[config.mk]
export PLATFORM = sky130hd
export DESIGN_NAME = ex_mem_latch
export DESIGN_NICKNAME = d
export VERILOG_FILES = /design/src/rtl/ex_mem_latch.sv
export SDC_FILE = /design/constraint.sdc
export NUM_CORES = 1
export LEC_CHECK = 0
export CORE_MARGIN = 4
export CORE_UTILIZATION = 42
export CTS_CLUSTER_DIAMETER = 40
export DETAILED_ROUTE_END_ITERATION = 6
export MAX_ROUTING_LAYER = met4
export PLACE_DENSITY = 0.8
export SLEW_MARGIN = 10
export SYNTH_ARGS = -nofsm -noshare
export SYNTH_HDL_FRONTEND = slang
export SYNTH_SLANG_ARGS = --single-unit
[constraint.sdc]
create_clock -name i_clk -period 2.2 [get_ports i_clk]
set_input_delay 0.33 -clock i_clk [delete_from_list [all_inputs] [get_ports i_clk]]
set_output_delay 0.33 -clock i_clk [all_outputs]
set_load 0.005 [all_outputs]
[src/rtl/ex_mem_latch.sv]
// ex_mem_latch: EX/MEM pipeline register with debug hold, flush bubbles,
// post-HALT squashing, a sticky HALT flag and a retired-instruction counter.
// Optional build macro MISALIGN_CHECK_EN adds word/half alignment checking
// with a sticky error flag and first-error address capture.
//
// Handshake: there is no valid/ready pair here. i_enable is a global
// advance qualifier (0 freezes everything); o_mem_valid marks a real
// instruction on the MEM side and is updated only on enabled edges.
module ex_mem_latch #(
    parameter int CNT_W = 32
) (
    input  logic             i_clk,
    input  logic             i_reset,
    input  logic             i_enable,
    input  logic             i_flush,
    input  logic             i_ex_valid,
    input  logic [31:0]      i_ex_alu_result,
    input  logic [31:0]      i_ex_write_data,
    input  logic [4:0]       i_ex_rd,
    input  logic             i_ex_mem_read,
    input  logic             i_ex_mem_write,
    input  logic             i_ex_mem_to_reg,
    input  logic             i_ex_reg_write,
    input  logic [2:0]       i_ex_bhw_type,
    input  logic             i_ex_halt,
    output logic [31:0]      o_mem_alu_result_or_addr,
    output logic [31:0]      o_mem_write_data,
    output logic [4:0]       o_mem_rd,
    output logic             o_m_mem_read,
    output logic             o_m_mem_write,
    output logic             o_m_mem_to_reg,
    output logic             o_m_reg_write,
    output logic [2:0]       o_m_bhw_type,
    output logic             o_mem_valid,
    output logic             o_halt_seen,
    output logic [CNT_W-1:0] o_retired_count
`ifdef MISALIGN_CHECK_EN
    ,
    output logic             o_misalign_err,
    output logic [31:0]      o_misalign_addr
`endif
);

    // What the register does on the coming edge (reset handled separately).
    typedef enum logic [1:0] {
        ACT_HOLD   = 2'd0,
        ACT_BUBBLE = 2'd1,
        ACT_LOAD   = 2'd2
    } act_e;

    act_e act;
    logic accept;
    logic misaligned;

    localparam logic [CNT_W-1:0] CNT_ONE = {{(CNT_W-1){1'b0}}, 1'b1};

    // A real instruction is only taken if no HALT has retired before it.
    assign accept = i_ex_valid && !o_halt_seen;

`ifdef MISALIGN_CHECK_EN
    logic is_word;
    logic is_half;

    // Decode the access-size code into word / half classes; bytes never misalign.
    always_comb begin
        is_word = 1'b0;
        is_half = 1'b0;
        case (i_ex_bhw_type)
            3'b001, 3'b101: is_word = 1'b1;
            3'b010, 3'b111: is_half = 1'b1;
            default: ;
        endcase
    end

    assign misaligned = accept && (i_ex_mem_read || i_ex_mem_write) &&
                        ((is_word && (i_ex_alu_result[1:0] != 2'b00)) ||
                         (is_half && i_ex_alu_result[0]));
`else
    assign misaligned = 1'b0;
`endif

    // Select hold / bubble / load by priority: hold beats flush beats load.
    always_comb begin
        act = ACT_HOLD;
        if (i_enable) begin
            if (i_flush || !accept) begin
                act = ACT_BUBBLE;
            end else begin
                act = ACT_LOAD;
            end
        end
    end

    // Pipeline register, sticky HALT flag and retired counter.
    always_ff @(posedge i_clk) begin
        if (i_reset) begin
            o_mem_alu_result_or_addr <= '0;
            o_mem_write_data         <= '0;
            o_mem_rd                 <= '0;
            o_m_mem_read             <= 1'b0;
            o_m_mem_write            <= 1'b0;
            o_m_mem_to_reg           <= 1'b0;
            o_m_reg_write            <= 1'b0;
            o_m_bhw_type             <= '0;
            o_mem_valid              <= 1'b0;
            o_halt_seen              <= 1'b0;
            o_retired_count          <= '0;
        end else begin
            case (act)
                ACT_BUBBLE: begin
                    o_mem_alu_result_or_addr <= '0;
                    o_mem_write_data         <= '0;
                    o_mem_rd                 <= '0;
                    o_m_mem_read             <= 1'b0;
                    o_m_mem_write            <= 1'b0;
                    o_m_mem_to_reg           <= 1'b0;
                    o_m_reg_write            <= 1'b0;
                    o_m_bhw_type             <= '0;
                    o_mem_valid              <= 1'b0;
                end
                ACT_LOAD: begin
                    // A misaligned entry still retires but loses its side effects.
                    o_mem_alu_result_or_addr <= i_ex_alu_result;
                    o_mem_write_data         <= i_ex_write_data;
                    o_mem_rd                 <= i_ex_rd;
                    o_m_mem_read             <= i_ex_mem_read   && !misaligned;
                    o_m_mem_write            <= i_ex_mem_write  && !misaligned;
                    o_m_mem_to_reg           <= i_ex_mem_to_reg && !misaligned;
                    o_m_reg_write            <= i_ex_reg_write  && !misaligned;
                    o_m_bhw_type             <= i_ex_bhw_type;
                    o_mem_valid              <= 1'b1;
                    o_retired_count          <= o_retired_count + CNT_ONE;
                    if (i_ex_halt) begin
                        o_halt_seen <= 1'b1;
                    end
                end
                default: ;
            endcase
        end
    end

`ifdef MISALIGN_CHECK_EN
    // Sticky misalignment flag; the address of the first offender is kept.
    always_ff @(posedge i_clk) begin
        if (i_reset) begin
            o_misalign_err  <= 1'b0;
            o_misalign_addr <= '0;
        end else if (act == ACT_LOAD && misaligned && !o_misalign_err) begin
            o_misalign_err  <= 1'b1;
            o_misalign_addr <= i_ex_alu_result;
        end
    end
`endif

endmodule
==> flow_summary.ini <==
[outcome]
status = completed

[routing]
avgRoutedWirePerCell_um = 15.35
num_vias = 4348
drc = 0
wl_um = 13120
ant_nets = 0
drt_pass1_iterations = 4
initialDrtViolationCount = 248
via_per_inst = 5.085

[timing]
hold_violations = 0
slew_headroom_pct = 47.62
rsz0062_at_grt = no
finalMaxSlewViolations = 0
max_freq_mhz = 485.8
holdWs_ns = 0.4484
fin_skew_ns = 0.01064
period_needed_ns = 2.058
finalSetupViolCount = 0
finalCritPeriodShare_pct = 93.56
tightest_slew_ns = 0.7858

[global_route]
grt-ovfl-total = 0
track_usage_pct = 21.53
grt_max_degree = 78
grt_pass1_vias = 4355
antenna_found_initial = 0
grt_pass1_wl_um = 21360

[hold_path]
hold_depth = 2
min_from = i_reset
worstHoldEndpoint = o_mem_write_data[3]
min_path_type = input pin to flop

[critical_path]
cpMostUsedCell = or4_1
cp_max_fo = 10
cp_slowest_cell = or4_1
cp_slowest_stage_delay_ns = 0.58
r2r_end = o_retired_count[29]
cp.required_ns = 2.50
ff2ff_path_depth = 4
r2r-start = o_retired_count[18]
reg2reg_slack_ns = 0.18
cp-start-kind = input pin
worstSetupEndpointType = flop
worstPathArrival_ns = 2.36
worstPathCellList = clkdlybuf4s50_1 -> nand4bb_1 -> buf_4 -> or4_1 -> or4_1 -> a21oi_1
worstSetupPathType = input pin to flop

[floorplan]
die-area_mm2 = 0.01226
die_w_um = 110.7
initial_core_util_pct = 42.94
ios = 192
core.rowCount = 37
core_mm2 = 0.01032
die-height_um = 110.7

[pwr]
power_per_cell_area_mw_per_mm2 = 538.6
ir_drop_v = 0.0003276
p_leak_nw = 2.373
power_mw = 3.621

[cells_and_area]
finalNetCount = 798
top_regs = o_mem_alu_result_or_addr (32), o_mem_write_data (32), o_retired_count (32)
fill_cells = 856
final_layout_size_suffix_gt1_share_pct = 7.232
synthToLayoutAreaGrowth_pct = 51.65
regArea_mm2 = 0.002202
final_cell_mix = 189 x clkdlybuf4s50_1, 110 x dfxtp_1, 101 x a21oi_1
design_area_mm2 = 0.006723
layout_commonest_cell = clkdlybuf4s50_1
antennaDiodeCount = 0
multiInputGateArea_mm2 = 0.002048

[synth]
yosys_register_bits = 110
synthFlopType = dfxtp_1
synth_edf_count = 0
avgSynthCellArea_um2 = 8.444
synth_simple_gate_area_share_pct = 29.04
async_reset_ff_share_pct = 0
synth_adder_area_share_pct = 0.2822
postSynthCellCount = 525
muxShareOfSynthArea_pct = 0.2540
netlist_area_mm2 = 0.004433
synth_fp_nets = 608
ys_seq_area_share_pct = 49.68
ys_warn_count = 0
synth_compound_area_share_pct = 14.87
synth_top_family_by_area = simple AND/OR/NAND/NOR gates
synthXorXnorAreaFrac_pct = 1.581
synth_cell_types = 36

[clocking]
clockBufferDepth = 2
ctsResizeCount = 0
cts_hold_buffers = 0
cts_setup_buffers = 0
clk_latency_ns = 0.36
cts-root-buf = clkbuf_8
clock_sinks = 110
cts_buffers = 9
clk_transition_reported_paths_ns = 0.10
h-tree-depth = 3
cts_tree = done

[placed_design]
numPortBuffers = 191
postPlaceCellArea_mm2 = 0.006528
gp_congestion = 0.8581
dp_hpwl_um = 9510

[run]
drv_cap = 0
## where the power goes
part           total [mW]  switching, mW  internal, mW
registers            2.04         0.0176          2.03
clock network        1.20          0.654         0.545
logic               0.379          0.148         0.230
## cells in the mapped netlist, types with 5 or more instances
library cell | instances | area (µm²)
a21oi_1 | 101 | 505.5
nand3_1 | 11 | 55.05
dfxtp_1 | 110 | 2202
or4_1 | 19 | 142.6
o21ai_0 | 5 | 25.02
clkbuf_1 | 29 | 108.9
nand2_1 | 10 | 37.54
inv_1 | 6 | 22.52
nor2b_1 | 77 | 481.7
o31ai_1 | 16 | 120.1
nor2_1 | 88 | 330.3
nand4_1 | 8 | 50.05
or3_1 | 6 | 37.54
xnor2_1 | 5 | 43.79
## worst max-delay path by stage
stage	start	end	depth (start not counted)
after floorplan	o_retired_count[4]	o_retired_count[27]	5
after CTS	o_retired_count[18]	o_retired_count[29]	4
final	i_flush	o_retired_count[24]	6
after detailed placement	i_flush	o_retired_count[24]	6
after global routing	o_retired_count[18]	o_retired_count[31]	4
after global placement	i_flush	o_retired_count[18]	6
## cells by family (layout without fill, tap and decap cells)
| kind of cell | count (synthesis) | after routing |
|---|---|---|
| XOR/XNOR | 8 | 8 |
| multiplexers | 1 | 1 |
| flip-flops | 110 | 110 |
| adder cells (fa/ha/maj) | 1 | 1 |
| buffers and inverters | 43 | 237 |
| AND/OR/NAND/NOR | 239 | 239 |
| AO/OA/AOI/OAI | 123 | 123 |
## critical path: cells and delay by family
family / cells / cell delay [ns]
buf+inv: 2 / 0.62
simple gates: 3 / 1.25
compound gates: 1 / 0.15
## layout make-up
class,count,share of cell area [%]
well taps,136,2.531
repair buffers,216,31.12
multi-input cells,372,30.47
clock buffers,10,2.047
inverters,6,0.3350
flip-flops and latches,110,32.76
clock inverters,5,0.7445
## through the flow
| step | utilization [%] | TNS (ns) | setup slack (ns) | instances |
|---|---|---|---|---|
| floorplan | - | 0 | 0.2979 | 525 |
| global placement | 63.23 | -1.185 | -0.1685 | 840 |
| detailed placement | 63.23 | -1.531 | -0.1900 | 840 |
| CTS | 65.05 | 0 | 0.02399 | 855 |
| global route | 65.12 | 0 | 0.05584 | 855 |
| finish | 65.12 | 0 | 0.1417 | 855 |
## metal layers
layer | global-route usage (%) | share of wire (%)
met1 | 25.18 | 43
met2 | 35.96 | 49
met3 | 5.349 | 6.8
met4 | 7.800 | 1.5
met5 | - | 0
Power figures use the tool's default switching activity.
